==> src/rtl/pic16_decoder.sv <==
// ----------------------------------------------------------------------------
// pic16_decoder
//   Fetch / decode / sequencing front end of the PIC16 core. Holds the program
//   counter, a one-deep instruction register and the circular hardware call
//   stack, and turns the current 14-bit instruction into the ALU opcode bus
//   and the W / file / status write strobes. One instruction per clock; skips
//   and taken branches invalidate the word fetched in parallel (one bubble).
//
// Ports
//   clk_i       clock, all state on the rising edge
//   rst_i       synchronous reset, active high
//   pm_data_i   program memory word at address pc_o (valid same cycle)
//   pclath_i    PCLATH[4:3], upper target bits for CALL/GOTO
//   z_i         ALU zero flag for the instruction being decoded
//   wake_i      wake request while asleep
//   pc_o        program memory address
//   cb_o        ALU operation code
//   b_o         bit position (IR[9:7])
//   f_addr_o    file register address (IR[6:0])
//   k_o         literal (IR[7:0])
//   k_sel_o     1: ALU operand from literal, 0: from file bus
//   alu_we_o    W write enable
//   f_we_o      file register write enable
//   flag_we_o   {C,DC,Z} status write enables
//   gie_set_o   one-cycle pulse on RETFIE
//   wdt_clr_o   one-cycle pulse on CLRWDT
//   asleep_o    core is in SLEEP
//
// States
//   S_FILL  | IR holds no valid instruction, first fetch after reset / wake
//   S_RUN   | normal execution, IR valid unless a bubble is pending
//   S_SLEEP | PC and IR frozen, waiting for wake_i
// ----------------------------------------------------------------------------
module pic16_decoder #(
    parameter int PC_W  = 13,
    parameter int STK_D = 8
) (
    input  logic            clk_i,
    input  logic            rst_i,
    input  logic [13:0]     pm_data_i,
    input  logic [1:0]      pclath_i,
    input  logic            z_i,
    input  logic            wake_i,
    output logic [PC_W-1:0] pc_o,
    output logic [4:0]      cb_o,
    output logic [2:0]      b_o,
    output logic [6:0]      f_addr_o,
    output logic [7:0]      k_o,
    output logic            k_sel_o,
    output logic            alu_we_o,
    output logic            f_we_o,
    output logic [2:0]      flag_we_o,
    output logic            gie_set_o,
    output logic            wdt_clr_o,
    output logic            asleep_o
);

    localparam int SP_W = (STK_D > 1) ? $clog2(STK_D) : 1;

    // ALU operation codes, same encoding the ALU consumes
    localparam logic [4:0] OP_IPSF  = 5'd0;
    localparam logic [4:0] OP_IPSW  = 5'd1;
    localparam logic [4:0] OP_IADD  = 5'd2;
    localparam logic [4:0] OP_ISUB  = 5'd3;
    localparam logic [4:0] OP_IAND  = 5'd4;
    localparam logic [4:0] OP_IOR   = 5'd5;
    localparam logic [4:0] OP_IXOR  = 5'd6;
    localparam logic [4:0] OP_INTF  = 5'd7;
    localparam logic [4:0] OP_ICLR  = 5'd8;
    localparam logic [4:0] OP_IINC1 = 5'd9;
    localparam logic [4:0] OP_IINC2 = 5'd10;
    localparam logic [4:0] OP_IDEC1 = 5'd11;
    localparam logic [4:0] OP_IDEC2 = 5'd12;
    localparam logic [4:0] OP_IRRF  = 5'd13;
    localparam logic [4:0] OP_IRLF  = 5'd14;
    localparam logic [4:0] OP_ISWP  = 5'd15;
    localparam logic [4:0] OP_IBCF  = 5'd16;
    localparam logic [4:0] OP_IBSF  = 5'd17;
    localparam logic [4:0] OP_IBTF  = 5'd18;

    localparam logic [2:0] FL_NONE = 3'b000;
    localparam logic [2:0] FL_Z    = 3'b001;
    localparam logic [2:0] FL_C    = 3'b100;
    localparam logic [2:0] FL_ALL  = 3'b111;

    localparam logic [1:0] S_FILL  = 2'd0;
    localparam logic [1:0] S_RUN   = 2'd1;
    localparam logic [1:0] S_SLEEP = 2'd2;

    logic [1:0]      state_q, state_d;
    logic [PC_W-1:0] pc_q, pc_d;
    logic [13:0]     ir_q, ir_d;
    logic            ir_v_q, ir_v_d;
    logic [SP_W-1:0] sp_q, sp_d;
    logic [PC_W-1:0] stack_q [STK_D];

    logic            exec;
    logic [4:0]      dec_cb;
    logic            dec_k_sel, dec_alu_we, dec_f_we;
    logic [2:0]      dec_flag_we;
    logic            dec_gie, dec_wdt;
    logic            dec_skip_z1, dec_skip_z0;
    logic            dec_goto, dec_call, dec_ret, dec_sleep;
    logic            skip;
    logic            push;
    logic [SP_W-1:0] sp_dec;
    logic [PC_W-1:0] jmp_tgt;

    assign exec    = (state_q == S_RUN) && ir_v_q;
    assign sp_dec  = sp_q - SP_W'(1);
    assign jmp_tgt = PC_W'({pclath_i, ir_q[10:0]});
    assign skip    = (dec_skip_z1 && z_i) || (dec_skip_z0 && !z_i);

    // Instruction decode; anything not executing decodes as a NOP
    always_comb begin
        dec_cb      = OP_IPSF;
        dec_k_sel   = 1'b0;
        dec_alu_we  = 1'b0;
        dec_f_we    = 1'b0;
        dec_flag_we = FL_NONE;
        dec_gie     = 1'b0;
        dec_wdt     = 1'b0;
        dec_skip_z1 = 1'b0;
        dec_skip_z0 = 1'b0;
        dec_goto    = 1'b0;
        dec_call    = 1'b0;
        dec_ret     = 1'b0;
        dec_sleep   = 1'b0;
        if (exec) begin
            unique case (ir_q[13:12])
                2'b00: begin
                    case (ir_q[11:8])
                        4'h0: begin
                            if (ir_q[7]) begin
                                dec_cb   = OP_IPSW;
                                dec_f_we = 1'b1;
                            end else begin
                                case (ir_q[6:0])
                                    7'h08: dec_ret = 1'b1;
                                    7'h09: begin
                                        dec_ret = 1'b1;
                                        dec_gie = 1'b1;
                                    end
                                    7'h63: dec_sleep = 1'b1;
                                    7'h64: dec_wdt   = 1'b1;
                                    default: ;
                                endcase
                            end
                        end
                        4'h1: begin
                            dec_cb      = OP_ICLR;
                            dec_flag_we = FL_Z;
                            dec_alu_we  = ~ir_q[7];
                            dec_f_we    = ir_q[7];
                        end
                        default: begin
                            // byte ops: d selects W or file destination
                            dec_alu_we = ~ir_q[7];
                            dec_f_we   = ir_q[7];
                            case (ir_q[11:8])
                                4'h2: begin dec_cb = OP_ISUB;  dec_flag_we = FL_ALL; end
                                4'h3: begin dec_cb = OP_IDEC1; dec_flag_we = FL_Z;   end
                                4'h4: begin dec_cb = OP_IOR;   dec_flag_we = FL_Z;   end
                                4'h5: begin dec_cb = OP_IAND;  dec_flag_we = FL_Z;   end
                                4'h6: begin dec_cb = OP_IXOR;  dec_flag_we = FL_Z;   end
                                4'h7: begin dec_cb = OP_IADD;  dec_flag_we = FL_ALL; end
                                4'h8: begin dec_cb = OP_IPSF;  dec_flag_we = FL_Z;   end
                                4'h9: begin dec_cb = OP_INTF;  dec_flag_we = FL_Z;   end
                                4'hA: begin dec_cb = OP_IINC1; dec_flag_we = FL_Z;   end
                                4'hB: begin dec_cb = OP_IDEC2; dec_skip_z1 = 1'b1;   end
                                4'hC: begin dec_cb = OP_IRRF;  dec_flag_we = FL_C;   end
                                4'hD: begin dec_cb = OP_IRLF;  dec_flag_we = FL_C;   end
                                4'hE: begin dec_cb = OP_ISWP;                        end
                                default: begin dec_cb = OP_IINC2; dec_skip_z1 = 1'b1; end
                            endcase
                        end
                    endcase
                end
                2'b01: begin
                    case (ir_q[11:10])
                        2'b00: begin dec_cb = OP_IBCF; dec_f_we = 1'b1; end
                        2'b01: begin dec_cb = OP_IBSF; dec_f_we = 1'b1; end
                        2'b10: begin dec_cb = OP_IBTF; dec_skip_z1 = 1'b1; end
                        default: begin dec_cb = OP_IBTF; dec_skip_z0 = 1'b1; end
                    endcase
                end
                2'b10: begin
                    dec_goto = ir_q[11];
                    dec_call = ~ir_q[11];
                end
                default: begin
                    dec_k_sel  = 1'b1;
                    dec_alu_we = 1'b1;
                    casez (ir_q[11:8])
                        4'b00??: dec_cb = OP_IPSF;
                        4'b01??: begin dec_cb = OP_IPSF; dec_ret = 1'b1; end
                        4'b1000: begin dec_cb = OP_IOR;  dec_flag_we = FL_Z; end
                        4'b1001: begin dec_cb = OP_IAND; dec_flag_we = FL_Z; end
                        4'b1010: begin dec_cb = OP_IXOR; dec_flag_we = FL_Z; end
                        4'b110?: begin dec_cb = OP_ISUB; dec_flag_we = FL_ALL; end
                        4'b111?: begin dec_cb = OP_IADD; dec_flag_we = FL_ALL; end
                        default: begin
                            // 0x3Bxx is unassigned: plain NOP
                            dec_k_sel  = 1'b0;
                            dec_alu_we = 1'b0;
                        end
                    endcase
                end
            endcase
        end
    end

    // Sequencing: fetch every non-sleep cycle, redirect on branch/return
    always_comb begin
        state_d = state_q;
        pc_d    = pc_q;
        ir_d    = ir_q;
        ir_v_d  = ir_v_q;
        sp_d    = sp_q;
        push    = 1'b0;
        if (state_q == S_SLEEP) begin
            if (wake_i) begin
                state_d = S_FILL;
                ir_v_d  = 1'b0;
            end
        end else if (dec_sleep) begin
            // PC already points past SLEEP; hold it so wake refetches there
            state_d = S_SLEEP;
            ir_v_d  = 1'b0;
        end else begin
            state_d = S_RUN;
            ir_d    = pm_data_i;
            ir_v_d  = 1'b1;
            pc_d    = pc_q + PC_W'(1);
            if (dec_goto || dec_call) begin
                pc_d   = jmp_tgt;
                ir_v_d = 1'b0;
                if (dec_call) begin
                    push = 1'b1;
                    sp_d = sp_q + SP_W'(1);
                end
            end else if (dec_ret) begin
                pc_d   = stack_q[sp_dec];
                sp_d   = sp_dec;
                ir_v_d = 1'b0;
            end else if (skip) begin
                ir_v_d = 1'b0;
            end
        end
    end

    always_ff @(posedge clk_i) begin
        if (rst_i) begin
            state_q <= S_FILL;
            pc_q    <= '0;
            ir_q    <= '0;
            ir_v_q  <= 1'b0;
            sp_q    <= '0;
            for (int i = 0; i < STK_D; i++) begin
                stack_q[i] <= '0;
            end
        end else begin
            state_q <= state_d;
            pc_q    <= pc_d;
            ir_q    <= ir_d;
            ir_v_q  <= ir_v_d;
            sp_q    <= sp_d;
            // pc_q is the return address: it already points past the CALL
            if (push) begin
                stack_q[sp_q] <= pc_q;
            end
        end
    end

    assign pc_o      = pc_q;
    assign cb_o      = dec_cb;
    assign b_o       = exec ? ir_q[9:7] : 3'd0;
    assign f_addr_o  = exec ? ir_q[6:0] : 7'd0;
    assign k_o       = exec ? ir_q[7:0] : 8'd0;
    assign k_sel_o   = dec_k_sel;
    assign alu_we_o  = dec_alu_we;
    assign f_we_o    = dec_f_we;
    assign flag_we_o = dec_flag_we;
    assign gie_set_o = dec_gie;
    assign wdt_clr_o = dec_wdt;
    assign asleep_o  = (state_q == S_SLEEP);

endmodule

==> config.mk <==
export PLATFORM = sky130hd
export DESIGN_NAME = pic16_decoder
export DESIGN_NICKNAME = d
export VERILOG_FILES = /design/src/rtl/pic16_decoder.sv
export SDC_FILE = /design/constraint.sdc
export NUM_CORES = 1
export LEC_CHECK = 0
export CORE_AREA = 2 2 130 132
export CTS_CLUSTER_DIAMETER = 120
export DETAILED_ROUTE_END_ITERATION = 10
export DIE_AREA = 0 0 132 134
export MAX_ROUTING_LAYER = met4
export PLACE_DENSITY = 0.66
export SYNTH_ARGS = -nofsm -noshare
export SYNTH_HDL_FRONTEND = slang
export SYNTH_SLANG_ARGS = --single-unit
==> constraint.sdc <==
create_clock -name clk_i -period 2.5 [get_ports clk_i]
set_input_delay 0.5 -clock clk_i [delete_from_list [all_inputs] [get_ports clk_i]]
set_output_delay 0.5 -clock clk_i [all_outputs]
set_load 0.02 [all_outputs]
### Word-level counts from Yosys, hierarchy flattened

Memory sizes are Yosys's and may differ from the RTL's.
Cells that the tools add are included.

* register bits: 33
* RAM bits: 104
* input bits: 20
* output and inout port bits: 45
* logic and storage cells: 152
* memories: 1

* $add $sub $neg: 3
* eq/ne operators: 28
* mux-type cells: 85
* bitwise operators: 4
* reductions and logical operators: 26

Memories
* stack_q: words 8, bits a word 13, rd ports 1, clocked after memory_dff 0, wr ports 8, RTL line 95 `logic [PC_W-1:0] stack_q [STK_D];`

Operator list (count)
* $mux 1: 57
* $pmux 4 s13: 1
* $mux 13: 3
* $eq 4x4->1 const B: 7
* $mux 3: 6
* $pmux 3 s2: 3
* $eq 4x3->1 const B: 4
* $pmux 3 s5: 1
* $pmux 5 s3: 1
* $eq 7x4->1 const B: 2
* $eq 7x7->1 const B: 2
* $reduce_or 2->1: 7
* $reduce_or 7->1: 2
* $add 13x1->13 const B: 1
* $reduce_or 13->1: 1
* $reduce_or 12->1: 1
* $pmux 5 s2: 1
* $pmux 3 s3: 1
* $reduce_or 3->1: 3
* $eq 4x2->1 const B: 2
* $mux 8: 1
* $pmux 1 s2: 4
* $mux 7: 1
* $eq 2x1->1 const B: 3
* other kinds (18): 31

### Depth between registers and ports, before layout

* depth in word-level cells: 13
* mapped depth: 11
* gate-level depth less buffers: 7

### Least setup slack after synthesis

OpenSTA, ideal clock, no wires.

* path kind: register to register
* from: reg sp_q[0]
* to: mem stack_q[5][0], enable pin
* setup time: 0.401 ns
* data arrival time: 2.155 ns
* slack: -0.056 ns
* stages on the path, launching flop included: 6
* period minus slack after synthesis: 2.556 ns
* cell sequence: dfxtp_1 > buf_4 > buf_4 > buf_2 > nand2_1 > o21ai_0

RTL lines
* start: declaration: RTL line 94 `logic [SP_W-1:0] sp_q, sp_d;`
* start signal: assignment: RTL line 267 `sp_q <= sp_d;`
* end: declaration: RTL line 95

### Worst setup path in the final report

* from: reg ir_q[10]
* to: out alu_we_o

* word-level cells in the longest chain between the ends: 5
* elaborated cells on any way between the ends: 13
* those cells by class: eq/ne (6); mux (4); reduce/logical (3)

Ends and longest elaborated chain
* start: declaration: RTL line 92 `logic [13:0] ir_q, ir_d;`
* start signal: assignment: RTL line 265 `ir_q <= ir_d;`
* $eq 4x4->1 (tied with other cells): RTL line 194 `casez (ir_q[11:8])`
* $reduce_or 7->1 (no source line)
* $mux 1: RTL line 194
* $pmux 1 s2 *: RTL line 130 `unique case (ir_q[13:12])`
* $mux 1 *: RTL line 129 `if (exec) begin`
* end: declaration: RTL line 50 `output logic alu_we_o,`

Every way passes the cells marked *; elsewhere a longest branch is shown, timed or not.

==> key figures <==
Clock tree
  – CTS tree: built
  – Clock Pin Slew Worst Setup and Hold Paths: about 60 ps
  – Worst skew pair latency: 420 ps
  – Post-CTS Setup Bufs: 0
  – Clock sink count: approximately 140
  – H-tree levels: 4
  – CTS root buf: clkbuf_16
  – Num CTS Buffers: 17
  – CTS Buffer Depth: 2

Route
  – DR pass1 iterations: 8
  – Routed vias/inst: roughly 5.6
  – DRC violations left: 0
  – Initial DRC Count: 400
  – Post-DRT Antenna Nets: 0
  – Routed wire per std cell: roughly 19 um
  – Via count: about 5200
  – Routed WL: roughly 18 mm

STA
  – Slew @ Worst Pin: about 570 ps
  – Peak Freq: 0.420 GHz
  – # setup viols final: 0
  – Worst relative slew slack: a little over 60%
  – Worst clock skew: 8.50 ps
  – Slew Limit Fails: 0
  – Minimum clock period after layout: 2380 ps
  – RSZ-0062 raised after global routing: false
  – Ratio of final minimum period to clock period: 95.3%
  – Setup ws final: around 120 ps
  – Hold Vio Cnt, Final: 0

Finish
  – Most common cell after layout, fill and taps aside: edfxtp_1
  – Final Cell Area: between 0.008 and 0.009 mm^2
  – N_diodes: 0
  – Synthesis-to-layout area growth: 22.5%
  – Commonest non-fill, non-tap cells in the layout: 104 x edfxtp_1, 89 x and2_1, 50 x buf_4, 46 x nand2_1, 38 x nor2_1
  – Final nets: 722
  – Layout cells sized above 1: a little over 20%

Synth
  – EDFF count, synth: between 100 and 150
  – Avg Synthesized Cell Area: 11.5 um^2
  – Mapped Nets: 646
  – Post-synth top area cell: edfxtp_1
  – Synth Cell Area: a little over 0.007 mm^2
  – Library cells used by synthesis: 58
  – Ys flop type: edfxtp_1
  – Seq/Total Area, Yosys: a little over half
  – Synth warn: 0
  – Yosys reg bits: roughly 140
  – Asr flop ratio synth: 0%
  – Leading post-synthesis cells by cell area: edfxtp_1 44%, dfxtp_1 9.2%, mux4_2 8.2%, and2_1 7.8%, a21oi_1 2.5%
  – Post-Syn Instances: 623
  – Share of the synthesized area in the top cell type: between 40% and 50%

Setup path
  – Critical R2R Launch: sp_q[1]
  – R2R cell count: 8
  – Critical path required time: approximately 2000 ps
  – Worst Path Arrival: between 1500 and 2000 ps
  – CP startpoint kind: flop
  – Reg-to-reg slack, setup: ~140 ps
  – Crit path to: alu_we_o
  – RR Endpoint: pc_o[8]
  – Crit. Startpoint: ir_q[10]
  – WS Path Type: flop to output pin
  – CP max FO: 9
  – CP endpoint kind: output pin

GRT
  – Gr usage total: between 20% and 30%
  – GR Overflow Total: 0
  – Initial antenna violation count: 0
  – Global-route wire length before repair: about 28 mm
  – Number of global-route vias before repair: 5105
  – Largest net degree at the start of global routing: 39

Placed design
  – Post-place setup slack: just over 80 ps
  – Port buffer count: 64
  – GP Congestion: roughly 0.87
  – Post-placement cell area: around 0.0082 mm^2
  – Dpl hpwl: between 10 and 15 mm

Run status
  – Status: completed

Floorplanning
  – Die Span Y: around 130 um
  – Core footprint: 0.0163 mm^2
  – Initial Utilization: between 40 and 50%
  – DIE WIDTH: about 130 um
  – Die area: roughly 0.018 mm^2
  – Number of core rows: 47
  – I/O pins: 65

Power
  – Leakage: between 0.003 and 0.004 uW
  – VDD IR-drop max: around 0.53 mV
  – Power Density: 626 mW/mm^2

Min path
  – Worst hold path type: flop to flop

Job
  – Max Cap Viol: 0
-- final cells by class --
cell class / instances / area, um^2
Timing Repair Buffer: 118 / 1060
Clock inverter: 14 / 138
Inverter: 13 / 50.0
Multi-Input combinational cell: 412 / 3030
Clock buffer: 18 / 429
Tap cell: 220 / 275
Fill cell: 1414 / 7520
Sequential cell: 137 / 3790
-- per-layer routing --
metal	share of wire, %	global-route usage, %	vias up	wire length, um
li1	-	-	2431	-
met1	44	28.3	2567	7890
met2	47	33.3	215	8530
met3	7.1	5.52	31	1290
met4	2.2	7.73	0	399
met5	0	-	-	0
-- timing repair --
item | in CTS | in global routing
pin swaps | 0 | 0
endpoints found under the setup margin | 29 | 7
hold buffers | 0 | 0
gates resized for setup | 34 | 12
gates cloned | 0 | 0
-- through the flow --
| step | std cells | hold WS (ps) | power, uW | util, % | setup TNS [ps] |
|---|---|---|---|---|---|
| 6_report | 932 | 525 | 5490 | 53.9 | 0 |
| 5_1_grt | 932 | 561 | 5650 | 53.9 | 0 |
| 4_1_cts | 932 | 514 | 5520 | 53.9 | 0 |
| 3_5_place_dp | 900 | 507 | 3130 | 50.5 | 0 |
| 3_3_place_gp | 900 | 546 | 3120 | 50.5 | 0 |
| 2_1_floorplan | 623 | 455 | 2910 | - | -1460 |
-- sequential cells by signal, summed over array words and instances (netlist names) --
register and count:
pc_o 13, sp_q 3, ir_q 14, state_q 2
ir_v_q 1, stack_q 104
-- synth_stat cells (5+ instances only) --
cell / number
buf_2: 9
nor3_1: 26
nand2b_1: 5
xor2_1: 8
nor2_1: 38
buf_4: 11
dfxtp_1: 33
edfxtp_1: 104
nand4_1: 5
o21ai_0: 14
xnor2_1: 9
inv_1: 10
a211oi_2: 9
clkbuf_1: 35
a21oi_1: 36
nand3_1: 7
o211ai_1: 23
nand2_1: 46
and2_1: 89
mux2i_1: 14
nor4_1: 8
mux4_2: 26
-- worst max-delay path: stages, from the launching register on --
cell             delay (ps)
dfxtp_1                 320
buf_4                   180
nor4_4                  230
buf_4                   170
nor2_1                   40
a31o_2                  250
clkdlybuf4s15_1         280
-- power breakdown --
part / internal (uW) / switching, uW / leakage (uW)
Sequential: 2520 / 60.6 / 0.00135
Clock: 1390 / 1020 / 0.000268
Combinational: 218 / 277 / 0.00170
-- worst min path at each step --
stage | start | endpoint | slack [ps] | depth (start not counted)
after floorplan | ir_v_q | ir_v_q | 450 | 2
after global placement | ir_v_q | ir_v_q | 550 | 2
after detailed placement | ir_v_q | ir_v_q | 510 | 2
after CTS | ir_v_q | ir_v_q | 510 | 2
after global routing | ir_v_q | ir_v_q | 560 | 2
final | ir_v_q | ir_v_q | 530 | 2
-- cells by family (layout without fill, tap and decap cells) --
| family | after synthesis | after routing | synth area share (%) |
|---|---|---|---|
| AOI/OAI and AO/OA | 107 | 107 | 10.9 |
| xor gates and xnor gates | 17 | 17 | 2.08 |
| DFF | 137 | 137 | 52.8 |
| adders and majority gates | 3 | 3 | 0.524 |
| buffers and inverters | 74 | 163 | 4.93 |
| muxes | 41 | 41 | 10.3 |
| and+or+nand+nor | 244 | 244 | 18.5 |
(Power assumes the default switching activity.)
